## src/rtl/seven_seg_scan_driver.sv

```systemverilog
// Four-digit common-anode 7-segment scan driver.
// Captures a hex word on update and multiplexes it one digit at a time.
module seven_seg_scan_driver #(
  parameter int REFRESH_DIV = 100000
) (
  input  logic       clk,
  input  logic       reset,
  input  logic [15:0] value,
  input  logic       update,
  input  logic       en,
  input  logic       blank_lz,
  input  logic [3:0] dp_en,
  output logic [6:0] seg,
  output logic       dp,
  output logic [3:0] an,
  output logic [1:0] digit_idx
);

  localparam int PW =
    (REFRESH_DIV > 2) ? $clog2(REFRESH_DIV) : 1;
  localparam logic [PW-1:0] LAST = PW'(REFRESH_DIV - 1);

  logic [PW-1:0] pre;
  logic [1:0]    idx;
  logic [15:0]   disp_reg;
  logic [3:0]    nib;
  logic [15:0]   hi;
  logic [6:0]    hex;
  logic          blank;
  logic          wrap;

  // hi holds the current digit and everything above it
  always_comb begin
    nib   = disp_reg[{idx, 2'b00} +: 4];
    hi    = disp_reg >> {idx, 2'b00};
    wrap  = (pre == LAST);
    blank = !en || (blank_lz && (idx != 2'd0) && (hi == 16'h0000));
  end

  always_comb begin
    hex = 7'b1111111;
    case (nib)
      4'h0: hex = 7'b1000000;
      4'h1: hex = 7'b1111001;
      4'h2: hex = 7'b0100100;
      4'h3: hex = 7'b0110000;
      4'h4: hex = 7'b0011001;
      4'h5: hex = 7'b0010010;
      4'h6: hex = 7'b0000010;
      4'h7: hex = 7'b1111000;
      4'h8: hex = 7'b0000000;
      4'h9: hex = 7'b0010000;
      4'hA: hex = 7'b0001000;
      4'hB: hex = 7'b0000011;
      4'hC: hex = 7'b1000110;
      4'hD: hex = 7'b0100001;
      4'hE: hex = 7'b0000110;
      4'hF: hex = 7'b0001110;
      default: hex = 7'b1111111;
    endcase
  end

  always_ff @(posedge clk or posedge reset) begin
    if (reset) begin
      pre       <= '0;
      idx       <= 2'd0;
      disp_reg  <= 16'h0000;
      an        <= 4'b1111;
      seg       <= 7'b1111111;
      dp        <= 1'b1;
      digit_idx <= 2'd0;
    end else begin
      pre <= wrap ? '0 : pre + 1'b1;
      if (wrap)
        idx <= idx + 2'd1;
      if (update)
        disp_reg <= value;
      digit_idx <= idx;
      if (blank) begin
        an  <= 4'b1111;
        seg <= 7'b1111111;
        dp  <= 1'b1;
      end else begin
        an  <= ~(4'b0001 << idx);
        seg <= hex;
        dp  <= ~dp_en[idx];
      end
    end
  end

endmodule

```

## config.mk

```make
export PLATFORM = sky130hd
export DESIGN_NAME = seven_seg_scan_driver
export DESIGN_NICKNAME = d
export VERILOG_FILES = /design/src/rtl/seven_seg_scan_driver.sv
export SDC_FILE = /design/constraint.sdc
export NUM_CORES = 1
export LEC_CHECK = 0
export ABC_AREA = 1
export BUFFER_PORTS_ARGS = -buffer_cell sky130_fd_sc_hd__clkbuf_2
export CORE_UTILIZATION = 50
export DETAILED_ROUTE_END_ITERATION = 7
export GPL_ROUTABILITY_DRIVEN = 0
export MAX_ROUTING_LAYER = met4
export PLACE_DENSITY_LB_ADDON = 0.12
export SYNTH_ARGS = -nofsm -noshare
export SYNTH_HDL_FRONTEND = slang
export SYNTH_SLANG_ARGS = --single-unit
```

## constraint.sdc

```tcl
create_clock -name clk -period 2.2 [get_ports clk]
set_input_delay 0.33 -clock clk [delete_from_list [all_inputs] [get_ports clk]]
set_output_delay 0.33 -clock clk [all_outputs]
set_load 0.005 [all_outputs]
```

==> run metrics, run 1 <==
Worst path max stage delay=0.47 ns; I/O pin cnt=39; register area=1240 µm²; Congestion Overflow GR=0; global-route wire length before repair=8.73 mm; Setup WS pre-CTS=0.269 ns; placed insts=414; CTS tree=built; Worst path most repeated cell=nand2_1; Die X=~74 µm; clk buf depth=2; number of inserted diodes=0; nets@finish=just under 400; share of cells above drive strength 1=23.7%; DRC Markers=0; HPWL after detailed placement=3.82 mm; Post-CTS Setup Bufs=0; Post-Synthesis Cells=just over 300; Initial Util=53.4%; root buf cell=clkbuf_8; CP Cell Sequence=buf_4 -> nand2_1 -> nand3_1 -> nand2_1 -> ha_1 -> nand2_1 -> nor2_1 -> nand3_1 -> a21oi_1 -> nand2_2 -> nand4_1; max reg flops=17; initial antenna violation count=0; gr usage total=between 20% and 30%; Worst-Margin Slew=0.573 ns; P_int=1.28 mW; vias=between 2000 and 2500; Synth Area in Compound Gates=4.08%; syn avg cell area=8.44 µm²; CP delay by family, top=simple AND/OR/NAND/NOR gates; area of the multi-input gates=1200 µm²; Final Hold Vio Count=0; switching share of power=25.3%; CTS H-tree lvls=2; Power Dens Cells=roughly 580 nW/µm²; post-synthesis cell type count=25; clock share of power=29.1%; largest family of logic cells by synthesized area=simple AND/OR/NAND/NOR gates; post-synthesis instance area=2610 µm²; unrepaired setup endpoints after global routing=no; router iterations before antenna repair=4; final worst-path setup slack=0.334 ns; Slew Viols, Final=0; Max IR drop VDD=0.295 mV; Worst Path Required=2.43 ns; number of DRC markers in iteration 0=80; clk sink count=49; logic gate share of total power=13.5%; Skew-Pair Late Insertion Delay=0.30 ns; Slowest cell on crit path=dfrtp_1; largest net degree at the start of global routing=50; Setup crit start kind=flip-flop; Rel. slew slack=61.8%; CORE AREA=4880 µm²; Synth Area in Adders=under 10%; min Tclk post-route=1.87 ns; ANT nets after route=0; fin cells=422; flops & latches, synth=around 50; Final setup viols=0; Synth Net Count=345; CP bufs+invs=1; post-synthesis mux area share=around 4.8%; Static Leak=about 1.5 nW; num rows=25; simple logic cell fraction of the synthesized area=28.4%; die height=74.2 µm; Max-Cap Viols=0; Worst Clk Skew=~0.0048 ns; register area share after synthesis=47.6%; sw power=around 430 µW; critical path class=flip-flop to flip-flop; Area Growth Syn to Fin=13.8%; post-DR vias/cell=5.12; die area=5510 µm²; Routed WL=5.00 mm; Peak Freq=536 MHz; outcome=finished clean; vias in the first global route=1944; XOR/XNOR share of the synthesized area=3.36%; Fillers=462; fin crit share=84.8%; Clock Pin Slew Worst Setup and Hold Paths=0.09 ns; Ys Warns=0; TNS Setup=0 ns; Crit Path Max Fanout=12; HP Class=input pin to asynchronous set/reset pin; Critical Path Sink Type=flip-flop; Inserted Clock Buffers=5; register share of total power=57.4%; IO buf count=38; drt wl/cell=approximately 12 µm; Critical Path AT=roughly 2.1 ns
==> path summary, 6_finish.rpt <==
kind,from,end,slack [ns],cells after the start
max,idx[0],seg[0],0.33,11
min,reset,pre[15],0.16,3
max reg2reg,idx[0],seg[0],0.33,11
min reg2reg,pre[0],pre[0],0.47,1
max in group asynchronous,reset,disp_reg[14],1.65,3
min in group clk,value[12],disp_reg[12],0.24,3
==> per-layer routing <==
| layer | vias up | part of all wire [%] | global-route usage [%] |
|---|---|---|---|
| li1 | 1090 | - | - |
| met1 | 995 | 52 | 30.5 |
| met2 | 68 | 42 | 30.7 |
| met3 | 6 | 4.7 | 3.25 |
| met4 | 0 | 1.3 | 6.50 |
| met5 | - | 0 | - |
==> cell usage after synthesis, drive strengths merged <==
cell,instances,share of area (%)
a21oi,5,0.96
buf,4,1.3
clkbuf,2,0.29
dfrtp,37,36
dfstp,12,12
ha,11,5.3
inv,34,4.9
mux2,11,4.8
nand2,85,13
nand3,39,8.2
nand4,9,2.2
nor2,29,4.2
nor3,4,0.77
nor4,1,0.24
o21ai,15,2.9
o22ai,1,0.24
xnor2,1,0.34
xor2,9,3.0
==> tightest hold or removal path, cell delays in order <==
cell and delay [ns]:
clkbuf_2 0.09, inv_2 0.04, buf_4 0.47
==> timing repair <==
item,in CTS,in global routing
resized for setup,0,1
endpoints found under the setup margin,0,9
hold buffers,0,0
hold endpoints to repair,0,0
==> power by group through the flow <==
stage,clock network (mW),logic [mW],registers (mW)
finish,0.498,0.231,0.984
global route,0.544,0.267,0.990
CTS,0.515,0.233,0.985
detailed placement,0,0.232,1.00
global placement,0,0.230,1.00
floorplan,0,0.154,0.995
==> placed cells by master (no fill, tap or decap), types with 2 or more instances in the layout <==
cell type,Yosys,final
nand2_2,4,5
a21oi_1,5,5
o21ai_0,15,15
dfstp_2,12,12
buf_4,1,6
dfrtp_1,37,37
nand3_1,37,37
inv_1,32,31
ha_1,11,11
nand2_1,80,79
clkbuf_8,0,5
nor3_1,4,4
nand4_1,9,9
inv_2,2,3
xor2_1,9,9
clkbuf_2,0,38
mux2_2,11,11
clkbuf_1,2,2
nor2_1,29,29
==> final cells by class <==
class,instances,share of cell area (%)
Clock buffer,7,2.57
Clock inverter,1,0.169
Inverter,34,4.30
Multi-Input combinational cell,220,40.4
Sequential cell,49,41.8
Tap cell,67,2.82
Timing Repair Buffer,44,7.93
==> kinds of logic (layout without fill, tap and decap cells) <==
kind of cell	count (synthesis)	count (layout)
DFF	49	49
muxes	11	11
adders and majority gates	11	11
and+or+nand+nor	167	167
AOI/OAI and AO/OA	21	21
xor gates and xnor gates	10	10
buffers and inverters	40	86
==> per-stage QoR <==
| stage | total power [mW] | util (%) | area [µm²] | hold WS [ns] |
|---|---|---|---|---|
| finish | 1.71 | 60.8 | 2970 | 0.159 |
| floorplan | 1.15 | - | 2610 | 0.414 |
| CTS | 1.73 | 60.8 | 2970 | 0.178 |
| global placement | 1.23 | 59.1 | 2880 | 0.456 |
| global route | 1.80 | 60.8 | 2970 | 0.227 |
| detailed placement | 1.23 | 59.1 | 2880 | 0.461 |
Power figures use the tool's default switching activity.
==> run 2, diff against run 1 <==
==> constraint.sdc (replaced) <==
create_clock -name clk -period 1.7 [get_ports clk]
set_input_delay 0.255 -clock clk [delete_from_list [all_inputs] [get_ports clk]]
set_output_delay 0.255 -clock clk [all_outputs]
set_load 0.005 [all_outputs]
==> run 2 against run 1 <==
Against the previous run:
- setup slack got worse by 0.30 ns
- die area unchanged
- combinational power increased by 39%
- global-route usage increased by 0.61 points
- register-to-register slack got worse by 0.30 ns
- maximum frequency increased by 12%
- sequential share of layout area decreased by 1.9 points
- non-clock buffer count increased by 9
- cell count increased by 2.4%
- sequential cell count unchanged
- clock-buffer cell count unchanged
- critical endpoint is now an[3]
- largest power group unchanged
==> run metrics, run 2 (same netlist as run 1, synthesis figures left out) <==
reg2reg start=idx[0]; CORE AREA=4880 µm² (unchanged); vias in the first global route=2005 (+3.1%); r2r endpoint=an[3]; Worst Path Required=1.94 ns (-0.49 ns); Max IR drop VDD=0.504 mV (+71%); Slew Viols, Final=0 (unchanged); initial antenna violation count=0 (unchanged); IO buf count=38 (unchanged); Inserted Clock Buffers=5 (unchanged); Critical Path Sink Type=flip-flop; die height=74.2 µm (unchanged); num rows=25 (unchanged); HP Class=input pin to flip-flop; CP bufs+invs=1 (unchanged); Max-Cap Viols=0 (unchanged); Skew-Pair Late Insertion Delay=0.30 ns (about the same); min Tclk post-route=1.67 ns (-0.201 ns); vias=2164 (+0.23%); max reg flops=17 (unchanged); Clock Pin Slew Worst Setup and Hold Paths=0.09 ns (about the same); fin cells=432 (+2.4%); number of DRC markers in iteration 0=113 (+41%); critical path class=flip-flop to flip-flop; global-route wire length before repair=8.83 mm (+1.2%); Worst Clk Skew=0.00480 ns (+0.00000292 ns); CTS tree=built; setup slack, reg-to-reg=0.03 ns (-0.30 ns); hold path cells=3; Crit Path Max Fanout=8 (-4); total power=2.34 mW (+36%); Slowest cell on crit path=dfrtp_2; Die X=74.2 µm (unchanged); I/O pin cnt=39 (unchanged); met2 Resource Use GR=32.0% (+1.3 points); gr usage total=21.7% (+0.61 points); clk buf depth=2 (unchanged); post-DR vias/cell=5.01 (-2.1%); Final setup viols=0 (unchanged); Final Hold Vio Count=0 (unchanged); CTS H-tree lvls=2 (unchanged); Worst Hold Endpoint=disp_reg[14]; number of inserted diodes=0 (unchanged); Peak Freq=600 MHz (+12%); HPWL after detailed placement=3.88 mm (+1.4%); GR Util met3=3.52% (+0.27 points); Power Dens Cells=749 nW/µm² (+30%); ANT nets after route=0 (unchanged); Fillers=451 (-2.4%); Static Leak=1.56 nW (+4.0%); clk sink count=49 (unchanged); number of cells on the worst reg-to-reg path=11 (unchanged); most frequent cells in the layout=nand2_1, clkbuf_2, dfrtp_1; Initial Util=53.4% (unchanged); largest net degree at the start of global routing=50 (unchanged); Setup crit start kind=flip-flop; Rel. slew slack=72.1% (+10 points); share of cells above drive strength 1=29.3% (+5.7 points); CP Cell Sequence=inv_4 -> nand2_2 -> nand3_1 -> nand2_2 -> ha_2 -> nand2_1 -> nor2_1 -> nand3_1 -> a21oi_2 -> nand2_2 -> nand3_1; gr busiest metal=met2; commonest non-fill, non-tap cell in the layout=nand2_1; DRC Markers=0 (unchanged); Critical Path AT=1.90 ns (-0.20 ns); CP delay by family, top=simple AND/OR/NAND/NOR gates; fin crit share=98.0% (+13 points); Worst-Margin Slew=0.414 ns (-0.159 ns); placed insts=421 (+1.7%); Area Growth Syn to Fin=19.6%; router iterations before antenna repair=4 (unchanged); die area=5510 µm² (unchanged); nets@finish=400 (+2.6%); unrepaired setup endpoints after global routing=yes; Worst path max stage delay=0.45 ns (-0.02 ns); M1 GR Usage=30.9% (+0.44 points); drt wl/cell=11.9 µm (+0.59%); Hold Startpoint=value[14]; root buf cell=clkbuf_8; Routed WL=5.15 mm (+3.0%); Congestion Overflow GR=0 (unchanged); outcome=finished clean
==> run 2: cell count changes in the layout (fill, tap and decap cells not counted), moves of 2 or more <==
cell,before,now
nand2_1,79,74
buf_4,6,13
nand3_1,37,34
nand3_2,1,4
dfrtp_2,0,2
nand2_2,5,11
dfrtp_1,37,35
==> run 2: area by class of cell <==
type                       count  area [µm²]  area share, %
multi-input combinational    221        1240           39.8
sequential                    49        1240           39.9
tap                           67        83.8           2.69
clock inverter                 1        5.00          0.160
timing repair buffer          53         318           10.2
clock buffer                   7        97.6           3.13
inverter                      34         130           4.17
==> run 2: report_power, final <==
part / internal [mW] / switching, mW / leakage, nW
sequential: 1.24 / 0.0328 / 0.591
clock: 0.377 / 0.367 / 0.0534
combinational: 0.141 / 0.179 / 0.914
==> run 2: worst max-delay path by stage <==
| stage | startpoint | end | slack [ns] | cells after the start |
|---|---|---|---|---|
| after global placement | idx[0] | seg[6] | 0.01 | 11 |
| after detailed placement | idx[0] | seg[6] | -0.07 | 11 |
| after CTS | idx[0] | seg[6] | 0.02 | 11 |
| after floorplan | idx[0] | seg[3] | 0.01 | 12 |
| after global routing | idx[0] | seg[4] | -0.11 | 10 |
| final | idx[0] | an[3] | 0.03 | 11 |
==> run 2: through the flow <==
stage	hold WS, ns	worst slack [ns]	utilization (%)	TNS [ns]	instance area, µm²
2_1_floorplan	0.339	0.0118	-	0	2610
3_3_place_gp	0.299	0.0122	60.6	0	2960
3_5_place_dp	0.299	-0.0694	60.6	-0.522	2960
4_1_cts	0.154	0.0235	63.1	0	3080
5_1_grt	0.169	-0.108	63.9	-1.02	3120
6_report	0.155	0.0345	63.9	0	3120
==> run 2: worst min-delay path, stage by stage <==
cell and delay, ns:
clkbuf_2 0.08, nand2_1 0.04, o21ai_0 0.05
==> run 2: per-layer routing <==
layer	part of all wire, %	routed length, µm
met1	49	2520
met2	44	2260
met3	6.2	318
met4	1.1	55
met5	0	0
==> run 2: what timing repair did <==
item                                   CTS  global route
setup endpoints to repair               12            15
pin swaps                                1             2
gates cloned                             1             0
resized for setup                        3            10
endpoints found under the hold margin   37             0
setup buffers                            0             1
hold buffers                             1             0
==> run 3, diff against run 2 <==
--- a/config.mk
+++ b/config.mk
@@ -7,6 +7,7 @@
 export LEC_CHECK = 0
 export ABC_AREA = 1
 export BUFFER_PORTS_ARGS = -buffer_cell sky130_fd_sc_hd__clkbuf_2
+export CORE_ASPECT_RATIO = 1.1
 export CORE_UTILIZATION = 50
 export DETAILED_ROUTE_END_ITERATION = 7
 export GPL_ROUTABILITY_DRIVEN = 0
==> run 3 against run 2 <==
Against the previous run:
- maximum frequency is 1.0% lower
- first-iteration DRC count fell by 11%
- worst hold slack better by 0.0024 ns
- sequential power about the same
- sequential cell count is the same
- clock skew is 0.0012 ns lower
- wire length grew 1.0%
- cell count down 2.5%
- sequential share of layout area fell by 0.17 points
- critical path depth fell by 1
- clock power is 8.3% higher
- register-to-register slack got worse by 0.02 ns
==> run metrics, run 3 (same netlist as run 1, synthesis figures left out) <==
outcome=finished clean; router iterations before antenna repair=6 (+2); DRC Markers=0 (unchanged); Area Growth Syn to Fin=20.0%; Inserted Clock Buffers=5 (unchanged); Worst-Margin Slew=0.408 ns (-0.00673 ns); die height=77.7 µm (+4.7%); ANT nets after route=0 (unchanged); unrepaired setup endpoints after global routing=yes; Post-CTS Setup Bufs=0 (unchanged); Initial Util=52.2% (-1.3 points); nets@finish=398 (-0.50%); Crit Path Max Fanout=8 (unchanged); Power Dens Cells=770 nW/µm² (+2.8%); sw power=607 µW (+4.8%); Worst Path Required=1.94 ns (about the same); TNS Setup=0 ns (unchanged); fin cells=421 (-2.5%); I/O pin cnt=39 (unchanged); vias=2140 (-1.1%); logic gate share of total power=13.5% (-0.2 points); Max-Cap Viols=0 (unchanged); Worst Clk Skew=0.00364 ns (-0.00116 ns); die area=5510 µm² (about the same); min Tclk post-route=1.68 ns (+0.0172 ns); clk sink count=49 (unchanged); drt wl/cell=12.4 µm (+3.7%); Peak Freq=594 MHz (-1.0%); post-layout util=62.6% (-1.3 points); Static Leak=1.56 nW (-0.22%); Routed WL=5.21 mm (+1.0%); placed insts=411 (-2.4%); Slew Viols, Final=0 (unchanged); post-DR vias/cell=5.08 (+1.5%); Slowest cell on crit path=dfrtp_2; max reg flops=17 (unchanged); CP Cell Sequence=nand2_1 -> nand3_2 -> nand2_2 -> ha_4 -> nand2_1 -> nor2_1 -> nand3_1 -> a21oi_2 -> nand2_2 -> nand3_1; clock share of power=33.5% (+1.6 points); CTS H-tree lvls=2 (unchanged); switching share of power=25.2% (+0.41 points); number of inserted diodes=0 (unchanged); Final setup viols=0 (unchanged); Max IR drop VDD=0.528 mV (+4.6%); Critical Path Sink Type=flip-flop; Skew-Pair Late Insertion Delay=0.30 ns (about the same); Fillers=460 (+2.0%); share of cells above drive strength 1=30.6% (+1.3 points); area of the multi-input gates=1270 µm² (+2.0%); critical path class=flip-flop to flip-flop; initial antenna violation count=0 (unchanged); fin crit share=99.0% (+1.0 points); number of DRC markers in iteration 0=101 (-11%); Rel. slew slack=72.8% (+0.70 points); largest net degree at the start of global routing=33 (-34%); IO buf count=38 (unchanged); clk buf depth=2 (unchanged); Congestion Overflow GR=0 (unchanged); HPWL after detailed placement=3.88 mm (+0.16%); Die X=70.9 µm (-4.5%); vias in the first global route=1982 (-1.1%); global-route wire length before repair=8.65 mm (-2.0%); Setup crit start kind=flip-flop; CTS tree=built; register area=1240 µm² (-0.10%); gr usage total=20.6% (-1.1 points); register share of total power=53.0% (-1.4 points); Worst path max stage delay=0.48 ns (+0.03 ns); most frequent cells in the layout=nand2_1, clkbuf_2, dfrtp_1; Final Hold Vio Count=0 (unchanged); CORE AREA=5000 µm² (+2.5%); root buf cell=clkbuf_8; HP Class=input pin to flip-flop; num rows=27 (+8.0%); commonest non-fill, non-tap cell in the layout=nand2_1; P_int=1.80 mW (+2.5%); Clock Pin Slew Worst Setup and Hold Paths=0.09 ns (about the same); Critical Path AT=1.92 ns (+0.02 ns)
-- run 3: timing repair --
item                       in CTS  in global routing
cloned                          0                  1
pin swaps                       0                  4
gates resized for setup         1                 18
hold endpoints to repair       17                  0
setup endpoints to repair      12                 12
hold buffers                    1                  0
-- run 3: per-stage QoR --
stage	worst slack [ns]	total power, mW	hold WS [ns]	area [µm²]
after global routing	-0.0808	2.52	0.156	3130
after global placement	0.0155	1.60	0.248	2940
after CTS	0.0475	2.42	0.148	3060
final	0.0173	2.41	0.157	3130
after detailed placement	-0.0238	1.61	0.251	2940
after floorplan	0.0118	1.49	0.339	2610
-- run 3: final cells by class --
class / count / area share, %
flip-flops and latches: 49 / 39.7
multi-input cells: 221 / 40.5
well taps: 58 / 2.32
clock inverters: 1 / 0.240
clock buffers: 7 / 3.44
repair buffers: 51 / 9.68
inverters: 34 / 4.16
-- run 3: metal layers --
metal,wire length [µm],vias up,global-route usage [%]
li1,-,1100,-
met1,2380,975,25.6
met2,2510,58,34.2
met3,246,7,3.38
met4,74,0,7.20
met5,0,-,-
-- run 3: worst max-delay path: cells and delay by family (launching register included) --
family	cells	cell delay [ns]
and+or+nand+nor	8	0.81
adders and majority gates	1	0.14
DFF	1	0.48
AOI/OAI and AO/OA	1	0.19
-- run 3: path summary, 6_finish.rpt --
check | slack, ns | startpoint | cells past startpoint | to
setup / recovery | 0.02 | idx[0] | 10 | seg[2]
hold / removal | 0.16 | value[12] | 3 | disp_reg[12]
setup reg to reg | 0.02 | idx[0] | 10 | seg[2]
hold reg to reg | 0.47 | pre[0] | 1 | pre[0]
max in group asynchronous | 0.67 | reset | 4 | an[2]
min in group asynchronous | 0.48 | reset | 3 | disp_reg[6]
-- run 3: power by group through the flow --
| stage | Combinational [mW] | Clock (mW) | Sequential [mW] |
|---|---|---|---|
| global placement | 0.308 | 0 | 1.30 |
| CTS | 0.313 | 0.834 | 1.27 |
| detailed placement | 0.310 | 0 | 1.30 |
| global route | 0.373 | 0.866 | 1.28 |
| floorplan | 0.201 | 0 | 1.29 |
| finish | 0.326 | 0.807 | 1.28 |
